**src/rtl/fpadd_pkg.sv**
```systemverilog
// Shared widths, state encoding and result format for the FP adder add/normalize stage.
package fpadd_pkg;

  localparam int unsigned MANT_W = 24;
  localparam int unsigned EXP_W  = 8;
  localparam int unsigned FRAC_W = MANT_W - 1;
  localparam int unsigned SUM_W  = MANT_W + 1;
  localparam int unsigned WEXP_W = EXP_W + 1;

  localparam logic [EXP_W-1:0] EXP_INF = 8'hFF;

  typedef enum logic [1:0] {
    IDLE = 2'd0,
    ADD  = 2'd1,
    NORM = 2'd2,
    DONE = 2'd3
  } an_state_t;

  typedef struct packed {
    logic              sign;
    logic [EXP_W-1:0]  exp;
    logic [FRAC_W-1:0] frac;
  } fp32_t;

endpackage

```
**src/rtl/fpadd_pack.sv**
```systemverilog
// Combinational binary32 packer: zero, infinity, denormal and normal encodings.
//   sign_i : result sign
//   e_i    : working exponent (9-bit, biased)
//   sum_i  : working mantissa (25-bit, bit 23 is the hidden bit)
//   res_o  : packed binary32 result
module fpadd_pack
  import fpadd_pkg::*;
(
  input  logic              sign_i,
  input  logic [WEXP_W-1:0] e_i,
  input  logic [SUM_W-1:0]  sum_i,
  output fp32_t             res_o
);

  always_comb begin
    res_o = '0;
    if (sum_i == '0) begin
      // Exact cancellation always yields +0.
      res_o = '0;
    end else if (e_i >= WEXP_W'(EXP_INF)) begin
      res_o.sign = sign_i;
      res_o.exp  = EXP_INF;
      res_o.frac = '0;
    end else if (sum_i[FRAC_W]) begin
      res_o.sign = sign_i;
      res_o.exp  = e_i[EXP_W-1:0];
      res_o.frac = sum_i[FRAC_W-1:0];
    end else begin
      // Hidden bit clear at minimum exponent: denormal encoding.
      res_o.sign = sign_i;
      res_o.exp  = '0;
      res_o.frac = sum_i[FRAC_W-1:0];
    end
  end

endmodule

```
**src/rtl/fpadd_addnorm.sv**
```systemverilog
// Mantissa add/subtract and iterative (1 bit/cycle) normalization stage.
//   clk, reset    : clock, async active-high reset
//   in_valid/in_ready   : input handshake
//   shifted_mant  : aligned smaller-exponent mantissa (24b)
//   big_mant      : larger-exponent mantissa (24b)
//   big_exp       : larger-exponent biased exponent (8b)
//   sign_big      : sign of larger operand
//   eff_sub       : perform subtraction
//   out_valid/out_ready : output handshake
//   result        : packed binary32 sum
module fpadd_addnorm
  import fpadd_pkg::*;
(
  input  logic        clk,
  input  logic        reset,
  input  logic        in_valid,
  output logic        in_ready,
  input  logic [23:0] shifted_mant,
  input  logic [23:0] big_mant,
  input  logic [7:0]  big_exp,
  input  logic        sign_big,
  input  logic        eff_sub,
  output logic        out_valid,
  input  logic        out_ready,
  output logic [31:0] result
);

  an_state_t          state_q, state_d;
  logic [MANT_W-1:0]  shifted_q, shifted_d;
  logic [MANT_W-1:0]  big_mant_q, big_mant_d;
  logic [EXP_W-1:0]   big_exp_q, big_exp_d;
  logic               sign_big_q, sign_big_d;
  logic               eff_sub_q, eff_sub_d;
  logic [SUM_W-1:0]   sum_q, sum_d;
  logic [WEXP_W-1:0]  e_q, e_d;
  logic               sign_q, sign_d;
  fp32_t              result_q, result_d;
  logic               out_valid_q;
  logic               in_ready_q;

  logic [SUM_W-1:0]   sum_pk_c;
  logic [WEXP_W-1:0]  e_pk_c;
  fp32_t              packed_c;

  // A carry-out is folded into the packer input so one instance serves all exits.
  assign sum_pk_c = sum_q[SUM_W-1] ? (sum_q >> 1) : sum_q;
  assign e_pk_c   = sum_q[SUM_W-1] ? (e_q + WEXP_W'(1)) : e_q;

  fpadd_pack u_pack (
    .sign_i (sign_q),
    .e_i    (e_pk_c),
    .sum_i  (sum_pk_c),
    .res_o  (packed_c)
  );

  // Next-state and datapath.
  always_comb begin
    state_d    = state_q;
    shifted_d  = shifted_q;
    big_mant_d = big_mant_q;
    big_exp_d  = big_exp_q;
    sign_big_d = sign_big_q;
    eff_sub_d  = eff_sub_q;
    sum_d      = sum_q;
    e_d        = e_q;
    sign_d     = sign_q;
    result_d   = result_q;

    case (state_q)
      IDLE: begin
        if (in_valid) begin
          shifted_d  = shifted_mant;
          big_mant_d = big_mant;
          big_exp_d  = big_exp;
          sign_big_d = sign_big;
          eff_sub_d  = eff_sub;
          state_d    = ADD;
        end
      end
      ADD: begin
        if (!eff_sub_q) begin
          sum_d  = {1'b0, big_mant_q} + {1'b0, shifted_q};
          sign_d = sign_big_q;
        end else if (shifted_q > big_mant_q) begin
          sum_d  = {1'b0, shifted_q} - {1'b0, big_mant_q};
          sign_d = ~sign_big_q;
        end else begin
          sum_d  = {1'b0, big_mant_q} - {1'b0, shifted_q};
          sign_d = sign_big_q;
        end
        // Denormal inputs share the minimum exponent of 1.
        e_d = (big_exp_q == '0) ? WEXP_W'(1) : {1'b0, big_exp_q};
        if (big_exp_q == EXP_INF) begin
          result_d = {sign_big_q, EXP_INF, big_mant_q[FRAC_W-1:0]};
          state_d  = DONE;
        end else begin
          state_d = NORM;
        end
      end
      NORM: begin
        if (sum_q == '0) begin
          result_d = packed_c;
          state_d  = DONE;
        end else if (sum_q[SUM_W-1]) begin
          sum_d = sum_pk_c;
          e_d   = e_pk_c;
          if (e_pk_c == WEXP_W'(EXP_INF)) begin
            result_d = packed_c;
            state_d  = DONE;
          end
        end else if (sum_q[FRAC_W] || (e_q == WEXP_W'(1))) begin
          result_d = packed_c;
          state_d  = DONE;
        end else begin
          sum_d = sum_q << 1;
          e_d   = e_q - WEXP_W'(1);
        end
      end
      DONE: begin
        if (out_ready) state_d = IDLE;
      end
      default: state_d = IDLE;
    endcase
  end

  // State and output registers.
  always_ff @(posedge clk or posedge reset) begin
    if (reset) begin
      state_q     <= IDLE;
      shifted_q   <= '0;
      big_mant_q  <= '0;
      big_exp_q   <= '0;
      sign_big_q  <= 1'b0;
      eff_sub_q   <= 1'b0;
      sum_q       <= '0;
      e_q         <= '0;
      sign_q      <= 1'b0;
      result_q    <= '0;
      out_valid_q <= 1'b0;
      in_ready_q  <= 1'b1;
    end else begin
      state_q     <= state_d;
      shifted_q   <= shifted_d;
      big_mant_q  <= big_mant_d;
      big_exp_q   <= big_exp_d;
      sign_big_q  <= sign_big_d;
      eff_sub_q   <= eff_sub_d;
      sum_q       <= sum_d;
      e_q         <= e_d;
      sign_q      <= sign_d;
      result_q    <= result_d;
      out_valid_q <= (state_d == DONE);
      in_ready_q  <= (state_d == IDLE);
    end
  end

  assign in_ready  = in_ready_q;
  assign out_valid = out_valid_q;
  assign result    = result_q;

endmodule
```
**config.mk**
```make
export PLATFORM = sky130hd
export DESIGN_NAME = fpadd_addnorm
export DESIGN_NICKNAME = d
export VERILOG_FILES = /design/src/rtl/fpadd_pkg.sv /design/src/rtl/fpadd_pack.sv /design/src/rtl/fpadd_addnorm.sv
export SDC_FILE = /design/constraint.sdc
export NUM_CORES = 1
export LEC_CHECK = 0
export ABC_AREA = 1
export ABC_CLOCK_PERIOD_IN_PS = 4100
export CORE_UTILIZATION = 45
export DETAILED_ROUTE_END_ITERATION = 8
export GPL_ROUTABILITY_DRIVEN = 0
export PLACE_DENSITY_LB_ADDON = 0.12
export SYNTH_ARGS = -nofsm -noshare
export SYNTH_HDL_FRONTEND = slang
export SYNTH_SLANG_ARGS = --single-unit
```
**constraint.sdc**
```tcl
create_clock -name clk -period 4.1 [get_ports clk]
set_clock_uncertainty 0.2 [all_clocks]
set_input_delay 0.82 -clock clk [delete_from_list [all_inputs] [get_ports clk]]
set_output_delay 0.82 -clock clk [all_outputs]
set_load 0.1 [all_outputs]
```
==> impl_metrics.tcl <==
set metrics [dict create \
    start_kind "flop" \
    synthCells 2023 \
    grt_pass1_vias 12200 \
    clkTransAtPathRegs_ns 0.07 \
    tns_ns 0 \
    finalWirelength_mm 40.5 \
    synthesis.nets 2170 \
    arrival_ns 3.48 \
    r2r_end "sum_q[8]" \
    hold_class "reg -> reg" \
    drv_cap 0 \
    initialDrtViolationCount 1258 \
    cts_root_buffer "clkbuf_16" \
    crit_end "sum_q[8]" \
    rr_startpoint "big_mant_q[7]" \
    antenna_found_initial 0 \
    drc_errors 0 \
    placed_cells 2395 \
    synth.avg_cell_area_um2 6.06 \
    period_needed_ns 3.34 \
    outcome "completed" \
    cts_tree "done" \
    cts_resized 0 \
    routed-via-count 13000 \
    synth-seq-cells 129 \
    track_usage_pct 29.6 \
    drt-wirelength-per-cell_um 16.7 \
    fin_crit_sh_pct 81.5 \
    layout.nets 2220 \
    wl_met2_mm 17.1 \
    initial_core_util_pct 45.6 \
    dr.pass1.iters 6 \
    antenna_cells 0 \
    layout_common_cells "nand2_1 (734), inv_1 (291), nor2_1 (213), a21oi_1 (143), dfrtp_1 (128)" \
    die_h_um 167 \
    crit_start "big_mant_q[7]" \
    syn_area_mm2 0.0123 \
    ys_seq_area_share_pct 26.3 \
    clk_latency_ns 0.45 \
    core_area_mm2 0.0269 \
    setup.worst_path.end_class "flop" \
    syn_to_final_growth_pct 14.4 \
    yosysUniqueCellTypes 46 \
    tightest_slew_ns 0.993 \
    cp.required_ns 4.24 \
    synthFlopType "dfrtp_1" \
    final_common_cell "nand2_1" \
    crit_type "reg -> reg" \
    topRoutingLayerUsed "met4" \
    die_w_um 167 \
    r2r_cells 13 \
    postCtsSetupRepairBufs 0 \
    postSynth.asyncResetShare_pct 100 \
    wl_met3_mm 3.52 \
    synth-edff-count 0 \
    stdcell_count 2426 \
    hold_buffers 0 \
    htreeDepth 4 \
    rows 60 \
    max_slew_margin_pct 33.6 \
    drt-vias-per-instance 5.34 \
    fmax_mhz 299 \
    wl_met1_mm 17.9 \
    drv_slew 0 \
    die_area_mm2 0.0279 \
    ys_warn_count 0 \
    cts_buffer_depth 2 \
    numPortBuffers 95 \
    drtAntennaViolNets 0 \
    cp_max_fo 25 \
    drive_gt1_share_pct 4.22 \
    cts_made_buffers 17 \
    gr-total-overflow 0 \
    rsz0062_at_grt "false" \
    io_pins 96 \
    grt_pass1_wl_mm 64.7 \
    cts.sinks 129 \
    finalHoldViolCount 0 \
    grt_max_degree 68 \
    reg2reg_slack_ns 0.76 \
    final-setup-viol-count 0 \
    dp_hpwl_mm 31.5 \
]
kinds of logic after synthesis:
group | share of synthesized area, %
fa+ha+maj | 8.85
simple gates | 36.0
buf+inv | 12.7
flops | 26.3
mux | 0.173
xor+xnor | 2.92
compound gates | 13.0
sequential cells by signal (all words and copies together) (netlist names):
register	count
result	32
sum_q	25
big_mant_q	24
shifted_q	24
e_q	9
big_exp_q	8
state_q	2
eff_sub_q	1
in_ready	1
out_valid	1
sign_big_q	1
sign_q	1
worst max-delay path, cell delays in order (launching register included):
cell and delay [ns]:
dfrtp_1 0.47, ha_1 0.52, nand2_1 0.16, nor2_1 0.33, nand4_1 0.30, nor2_2 0.29
inv_2 0.19, nand2_4 0.28, nand2_1 0.08, nand2_1 0.06, nand2_1 0.05, nand2_1 0.06
nand2_1 0.07, a21oi_1 0.17
cells in the mapped netlist (7+ instances only):
cell type	n	share of area, %
a21oi_1	143	5.8
buf_2	26	1.1
buf_4	12	0.73
buf_6	7	0.64
clkbuf_1	27	0.83
dfrtp_1	128	26
ha_1	82	8.4
inv_1	292	8.9
inv_2	9	0.28
nand2_1	735	22
nand3_1	85	3.5
nand4_1	31	1.6
nor2_1	213	6.5
nor2_2	9	0.46
nor3_1	7	0.29
o211ai_1	25	1.5
o21ai_0	87	3.5
o22ai_1	11	0.56
xor2_1	36	2.6
worst min-delay path by stage:
stage | startpoint | end | slack, ns | cells after the start
6_report | result[5] | result[5] | 0.28 | 2
3_3_place_gp | result[5] | result[5] | 0.26 | 2
2_1_floorplan | sign_q | sign_q | 0.26 | 2
5_1_grt | result[6] | result[6] | 0.30 | 2
4_1_cts | result[5] | result[5] | 0.29 | 2
3_5_place_dp | result[18] | result[18] | 0.27 | 2
per-stage QoR:
stage               utilization [%]  hold WS [ns]  setup WS (ns)  cell area, um2
finish                         52.2         0.281          0.761           14000
detailed placement             49.8         0.269          0.920           13400
CTS                            52.2         0.288          0.858           14000
global placement               49.8         0.264          0.927           13400
floorplan                         -         0.260           1.49           12300
global route                   52.2         0.305          0.586           14000
per-layer routing:
layer,track usage [%],up-vias
met4,15.6,0
li1,-,6377
met5,0,-
met1,40.0,5886
met2,44.7,598
met3,5.55,95
layout make-up:
cell class	count	area (um2)
clock buffers	17	425
fillers	2792	12800
flip-flops and latches	129	3230
multi-input cells	1514	7490
clock inverters	14	228
repair buffers	109	1090
inverters	302	1140
well taps	341	427
Power is not shown: default switching activity piles up to over one toggle a cycle in this logic, so the estimate is an artifact.
